===== src/rtl/wb_stage_seq.sv =====
// Writeback/commit stage: retires one instruction per cycle into the RF/CP0, sequences
// multi-cycle TLB ops over a req/ack handshake and raises flush/redirect on ex, eret, refetch.
module wb_stage_seq #(
  parameter int          DATA_W    = 32,
  parameter int          RF_ADDR_W = 5,
  parameter int          STRB_W    = 4,
  parameter logic [31:0] EX_VEC    = 32'hBFC00380,
  parameter int          TLB_TMO   = 15
) (
  input  logic                 clk,
  input  logic                 resetn,
  input  logic                 ms_to_ws_valid,
  output logic                 ws_allowin,
  input  logic [31:0]          ms_pc,
  input  logic [DATA_W-1:0]    ms_result,
  input  logic [RF_ADDR_W-1:0] ms_dest,
  input  logic [STRB_W-1:0]    ms_strb,
  input  logic                 ms_ex,
  input  logic [4:0]           ms_excode,
  input  logic                 ms_eret,
  input  logic [1:0]           ms_tlb_op,
  input  logic                 ms_refetch,
  input  logic [31:0]          cp0_epc,
  output logic                 tlb_req,
  output logic [1:0]           tlb_op,
  input  logic                 tlb_ack,
  output logic [STRB_W-1:0]    rf_we,
  output logic [RF_ADDR_W-1:0] rf_waddr,
  output logic [DATA_W-1:0]    rf_wdata,
  output logic                 ex_commit,
  output logic [4:0]           ex_code,
  output logic                 flush,
  output logic [31:0]          flush_pc,
  output logic [RF_ADDR_W-1:0] ws_dest_busy,
  output logic                 tlb_abort,
  output logic [31:0]          debug_wb_pc,
  output logic [STRB_W-1:0]    debug_wb_rf_wen,
  output logic [RF_ADDR_W-1:0] debug_wb_rf_wnum,
  output logic [DATA_W-1:0]    debug_wb_rf_wdata
);

  localparam logic [1:0] ST_IDLE = 2'd0;
  localparam logic [1:0] ST_WAIT = 2'd1;
  localparam logic [1:0] ST_DONE = 2'd2;

  localparam int                CNT_W    = (TLB_TMO > 2) ? $clog2(TLB_TMO) : 1;
  localparam bit                TMO_EN   = (TLB_TMO > 0);
  localparam logic [CNT_W-1:0]  TMO_LAST = CNT_W'((TLB_TMO > 0) ? TLB_TMO - 1 : 0);

  // Redirect target by priority: exception vector, then EPC for eret, else refetch own PC.
  function automatic logic [31:0] redirect_pc(input logic        ex,
                                              input logic        eret,
                                              input logic [31:0] epc,
                                              input logic [31:0] pc);
    if (ex)        redirect_pc = EX_VEC;
    else if (eret) redirect_pc = epc;
    else           redirect_pc = pc;
  endfunction

  logic                 ws_valid_q, ws_valid_d;
  logic [1:0]           state_q, state_d;
  logic [CNT_W-1:0]     cnt_q, cnt_d;
  logic                 abort_q, abort_d;

  logic [31:0]          pc_q, pc_d;
  logic [DATA_W-1:0]    result_q, result_d;
  logic [RF_ADDR_W-1:0] dest_q, dest_d;
  logic [STRB_W-1:0]    strb_q, strb_d;
  logic                 ex_q, ex_d;
  logic [4:0]           excode_q, excode_d;
  logic                 eret_q, eret_d;
  logic [1:0]           tlb_op_q, tlb_op_d;
  logic                 refetch_q, refetch_d;

  logic ws_ready_go;
  logic tlb_pending;
  logic commit;
  logic capture;

  always_comb begin
    tlb_pending = ws_valid_q & (tlb_op_q != 2'b00) & ~ex_q;
    ws_ready_go = 1'b1;
    if (state_q == ST_WAIT)                     ws_ready_go = 1'b0;
    else if (state_q == ST_IDLE && tlb_pending) ws_ready_go = 1'b0;
    ws_allowin = ~ws_valid_q | ws_ready_go;
    commit     = ws_valid_q & ws_ready_go;
    flush      = commit & (ex_q | eret_q | refetch_q);
    capture    = ws_allowin & ms_to_ws_valid & ~flush;
  end

  // Stage boundary: MEM -> WB capture; the slot empties on commit unless refilled.
  always_comb begin
    ws_valid_d = ws_valid_q;
    pc_d       = pc_q;
    result_d   = result_q;
    dest_d     = dest_q;
    strb_d     = strb_q;
    ex_d       = ex_q;
    excode_d   = excode_q;
    eret_d     = eret_q;
    tlb_op_d   = tlb_op_q;
    refetch_d  = refetch_q;
    if (capture) begin
      ws_valid_d = 1'b1;
      pc_d       = ms_pc;
      result_d   = ms_result;
      dest_d     = ms_dest;
      strb_d     = ms_strb;
      ex_d       = ms_ex;
      excode_d   = ms_excode;
      eret_d     = ms_eret;
      tlb_op_d   = ms_tlb_op;
      refetch_d  = ms_refetch;
    end else if (commit) begin
      ws_valid_d = 1'b0;
    end
  end

  // TLB sequencer: a stray ack outside TLB_WAIT falls through the default hold.
  always_comb begin
    state_d = state_q;
    cnt_d   = cnt_q;
    abort_d = 1'b0;
    case (state_q)
      ST_IDLE: begin
        if (tlb_pending) begin
          state_d = ST_WAIT;
          cnt_d   = '0;
        end
      end
      ST_WAIT: begin
        if (tlb_ack) begin
          state_d = ST_DONE;
        end else if (TMO_EN && cnt_q == TMO_LAST) begin
          state_d = ST_DONE;
          abort_d = 1'b1;
        end else begin
          cnt_d = cnt_q + CNT_W'(1);
        end
      end
      ST_DONE: state_d = ST_IDLE;
      default: state_d = ST_IDLE;
    endcase
  end

  always_ff @(posedge clk or negedge resetn) begin
    if (!resetn) begin
      ws_valid_q <= 1'b0;
      state_q    <= ST_IDLE;
      cnt_q      <= '0;
      abort_q    <= 1'b0;
      pc_q       <= '0;
      result_q   <= '0;
      dest_q     <= '0;
      strb_q     <= '0;
      ex_q       <= 1'b0;
      excode_q   <= '0;
      eret_q     <= 1'b0;
      tlb_op_q   <= 2'b00;
      refetch_q  <= 1'b0;
    end else begin
      ws_valid_q <= ws_valid_d;
      state_q    <= state_d;
      cnt_q      <= cnt_d;
      abort_q    <= abort_d;
      pc_q       <= pc_d;
      result_q   <= result_d;
      dest_q     <= dest_d;
      strb_q     <= strb_d;
      ex_q       <= ex_d;
      excode_q   <= excode_d;
      eret_q     <= eret_d;
      tlb_op_q   <= tlb_op_d;
      refetch_q  <= refetch_d;
    end
  end

  // Stage boundary: WB -> RF / CP0 / front-end redirect.
  always_comb begin
    tlb_req      = (state_q == ST_WAIT);
    tlb_op       = tlb_req ? tlb_op_q : 2'b00;
    tlb_abort    = abort_q;
    rf_we        = (commit & ~ex_q) ? strb_q : '0;
    rf_waddr     = dest_q;
    rf_wdata     = result_q;
    ex_commit    = commit & ex_q;
    ex_code      = ex_commit ? excode_q : 5'd0;
    flush_pc     = flush ? redirect_pc(ex_q, eret_q, cp0_epc, pc_q) : 32'd0;
    ws_dest_busy = ws_valid_q ? dest_q : '0;
    debug_wb_pc       = pc_q;
    debug_wb_rf_wen   = rf_we;
    debug_wb_rf_wnum  = rf_waddr;
    debug_wb_rf_wdata = rf_wdata;
  end

endmodule


===== config.mk =====
export PLATFORM = sky130hd
export DESIGN_NAME = wb_stage_seq
export DESIGN_NICKNAME = d
export VERILOG_FILES = /design/src/rtl/wb_stage_seq.sv
export SDC_FILE = /design/constraint.sdc
export NUM_CORES = 1
export LEC_CHECK = 0
export CORE_ASPECT_RATIO = 0.75
export CORE_MARGIN = 10
export CORE_UTILIZATION = 42
export CTS_BUF_LIST = sky130_fd_sc_hd__clkbuf_8
export DETAILED_ROUTE_END_ITERATION = 12
export GPL_TIMING_DRIVEN = 1
export PLACE_DENSITY = 0.88
export SLEW_MARGIN = 10
export SYNTH_ARGS = -nofsm -noshare
export SYNTH_HDL_FRONTEND = slang
export SYNTH_SLANG_ARGS = --single-unit

===== constraint.sdc =====
create_clock -name clk -period 4.48 [get_ports clk]
set_input_delay 0.448 -clock clk [delete_from_list [all_inputs] [get_ports clk]]
set_output_delay 0.448 -clock clk [all_outputs]
set_load 0.01 [all_outputs]

==> metrics.txt <==
status=complete, no violations; slew margin rel.=a little under a third; flops & latches, synth=91; Clock Latency Late Sink=about 0.37 ns; Initial Utilization=43.5%; register area share after synthesis=47.1%; htree depth=3; part of the cycle the worst path needs=73.9%; CTS Hold Bufs=0; post-synthesis cell area=4830 um2; Leak=between 3 and 4 nW; Design Area, Final=7570 um2; IO Port Bufs=~280; Slew @ Worst Pin=1.02 ns; CTS tree=yes; met3 wire length=1700 um; PD cells=733 nW/um2; crit path cell chain=inv_1 -> o211a_1 -> nand2_1 -> nor2_1 -> clkdlybuf4s50_1; crit end category=output pin; number of nets in the layout=720; Setup CP Type=reg2out; largest net degree at the start of global routing=63; Critical Path Start Type=flop; share of cells above drive strength 1=16.9%; gpl congestion=between 0.7 and 0.8; vias=3,619; fmax=0.302 GHz; Arrival @ worst endpoint=2.86 ns; Final Critical Period=between 3 and 4 ns; Clock Sinks=91; met2 routed WL=7890 um; syn_nets=482; YS warnings=0; Resize count post-CTS=0; Iter 0 DRT Violations=121; std cell rows=33; num ports=282; via/cell ratio=4.86; FF-to-FF Start=eret_q$_DFFE_PN0P_; routed len/inst=20.9 um; met1 WL=5670 um; die width=between 100 and 150 um; vias in the first global route=4,043; global-route wire length before repair=23,600 um; Ant. Diodes=0; Chip Height=113 um; post-synthesis average cell area=13.4 um2; max_cap viols=0; GRT Overall Usage=a little under a fifth; Yosys cell types=35; final setup violation count=0; filler instances=781; Required @ worst endpoint=4.03 ns; Routed WL=between 15,000 and 20,000 um; clk_skew=0.0146 ns; HPWL after DPL=12,600 um; CP peak stage delay=0.59 ns; CP Max Fanout=20; TritonCTS buffer count=9; RSZ-0062 raised after global routing=false; worst-case clock buffer depth=2; Top Layer Used=met4; Pins Over Slew Limit=0; Slowest-stage cell, CP=clkdlybuf4s50_1; final hold violations=0; Mapped Cells=361; Reg2Reg Depth=6; area grow syn2layout=56.5%; DP Area=roughly 7300 um2; maximum vdd drop=between 0.3 and 0.4 mV; Hold Crit Class=in2async; DR DRC count=0; R2R Setup Slk=1.61 ns; total gr overflow=0; setup_tns=0 ns; drt pass-1 iters=4; clk root buf=clkbuf_8; postcts setup bufs=0; initial antenna violation count=0; core footprint=11,100 um2; R2R Path End=debug_wb_rf_wdata[20]$_DFFE_PN0P_; Clock Pin Slew Worst Setup and Hold Paths=0.09 ns; ANT nets after route=0; Die Area=16,200 um2
flip-flops by register name, indices dropped and copies added, names as in the netlist:
register           count
cnt_q                  4
debug_wb_pc           32
debug_wb_rf_wdata     32
debug_wb_rf_wnum       5
eret_q                 1
ex_q                   1
excode_q               5
refetch_q              1
state_q                2
strb_q                 4
tlb_abort              1
tlb_op_q               2
ws_valid_q             1
stage by stage:
| step | utilization, % | std cells | total power, mW | hold WS (ns) | worst slack (ns) |
|---|---|---|---|---|---|
| 6_report | 68.1 | 744 | 5.55 | 0.151 | 1.17 |
| 5_1_grt | 68.1 | 744 | 5.86 | 0.194 | 0.971 |
| 4_1_cts | 68.1 | 744 | 5.63 | 0.172 | 1.16 |
| 3_5_place_dp | 66.0 | 728 | 4.96 | 0.486 | 1.58 |
| 3_3_place_gp | 66.0 | 728 | 4.85 | 0.485 | 1.68 |
| 2_1_floorplan | - | 361 | 3.58 | 0.152 | 2.53 |
worst max path at each step:
stage                        from                           endpoint  slack, ns  cells past startpoint
2_1_floorplan  eret_q$_DFFE_PN0P_                              flush       2.53                      6
3_3_place_gp   eret_q$_DFFE_PN0P_  debug_wb_rf_wdata[20]$_DFFE_PN0P_       1.68                      6
3_5_place_dp     ex_q$_DFFE_PN0P_                       flush_pc[12]       1.58                      5
4_1_cts          ex_q$_DFFE_PN0P_                       flush_pc[12]       1.16                      5
5_1_grt          ex_q$_DFFE_PN0P_                       flush_pc[12]       0.97                      5
6_report         ex_q$_DFFE_PN0P_                       flush_pc[12]       1.17                      5
area by class of cell:
type / instances / area (um2) / area share (%)
Tap cell: 140 / 175 / 2.31
Clock buffer: 10 / 138 / 1.82
Inverter: 5 / 18.8 / 0.248
Clock inverter: 6 / 96.3 / 1.27
Multi-Input combinational cell: 206 / 2010 / 26.6
Sequential cell: 91 / 2280 / 30.1
Timing Repair Buffer: 286 / 2850 / 37.6
worst max-delay path: cells and delay by family (launching register included):
| kind | cells | cell delay (ns) |
|---|---|---|
| compound gates | 1 | 0.33 |
| buf+inv | 2 | 0.96 |
| flops | 1 | 0.44 |
| simple gates | 2 | 0.78 |
report_power, final:
group / total, mW / internal [mW] / switching [mW]
Combinational: 3.31 / 2.05 / 1.26
Clock: 0.641 / 0.336 / 0.305
Sequential: 1.59 / 1.23 / 0.362
cell families (layout without fill, tap and decap cells):
family / count (synthesis) / after routing / synth area share [%]
buf+inv: 64 / 307 / 11.3
mux: 112 / 112 / 30.7
fa+ha+maj: 2 / 2 / 0.518
flops: 91 / 91 / 47.1
compound gates: 31 / 31 / 4.04
simple gates: 61 / 61 / 6.39
per-layer routing:
layer  track usage (%)  up-vias
li1                  -     1665
met1              19.7     1766
met2              32.9      167
met3              7.56       21
met4              5.36        0
met5                 0        -
Yosys cell counts, drive strengths merged:
cell | n | share of area [%]
a211oi | 2 | 0.31
a21boi | 1 | 0.16
a21o | 1 | 0.16
a21oi | 19 | 2.0
and2 | 16 | 2.1
and3 | 2 | 0.36
buf | 51 | 10
clkbuf | 8 | 0.65
dfrtp | 91 | 47
ha | 2 | 0.52
inv | 5 | 0.39
mux2 | 80 | 24
mux2i | 32 | 6.6
nand2 | 9 | 0.75
nand2b | 2 | 0.26
nand3 | 3 | 0.31
nor2 | 24 | 1.9
nor2b | 1 | 0.13
nor3 | 1 | 0.10
nor3b | 2 | 0.31
o211a | 1 | 0.21
o21ai | 1 | 0.10
o21ba | 3 | 0.62
o21bai | 2 | 0.39
o22ai | 1 | 0.13
or3 | 1 | 0.23
placed cells by master (no fill, tap or decap):
cell             synthesis  routed
a211oi_1                 2       2
a21boi_0                 1       1
a21o_1                   1       1
a21oi_1                 19      19
and2_1                  16      16
and3_1                   1       1
and3_4                   1       1
buf_4                   41       6
bufinv_16                0       2
clkbuf_8                 0      10
clkdlybuf4s50_1          0     280
clkinv_4                 0       1
clkinvlp_4               0       1
dfrtp_1                 91      90
dfrtp_2                  0       1
ha_1                     2       2
inv_1                    5       5
inv_6                    0       1
inv_8                    0       1
mux2_1                   8       8
mux2_2                   2       2
mux2_4                  70      70
mux2i_1                 32      32
nand2_1                  8       8
nand2_2                  1       1
nand2b_1                 2       2
nand3_1                  3       3
nor2_1                  24      24
nor2b_1                  1       1
nor3_1                   1       1
nor3b_1                  2       2
o211a_1                  1       1
o21ai_0                  1       1
o21ba_2                  3       3
o21bai_1                 1       1
o21bai_2                 1       1
o22ai_1                  1       1
or3_4                    1       1
No activity file was read; power rests on OpenSTA's default activity.
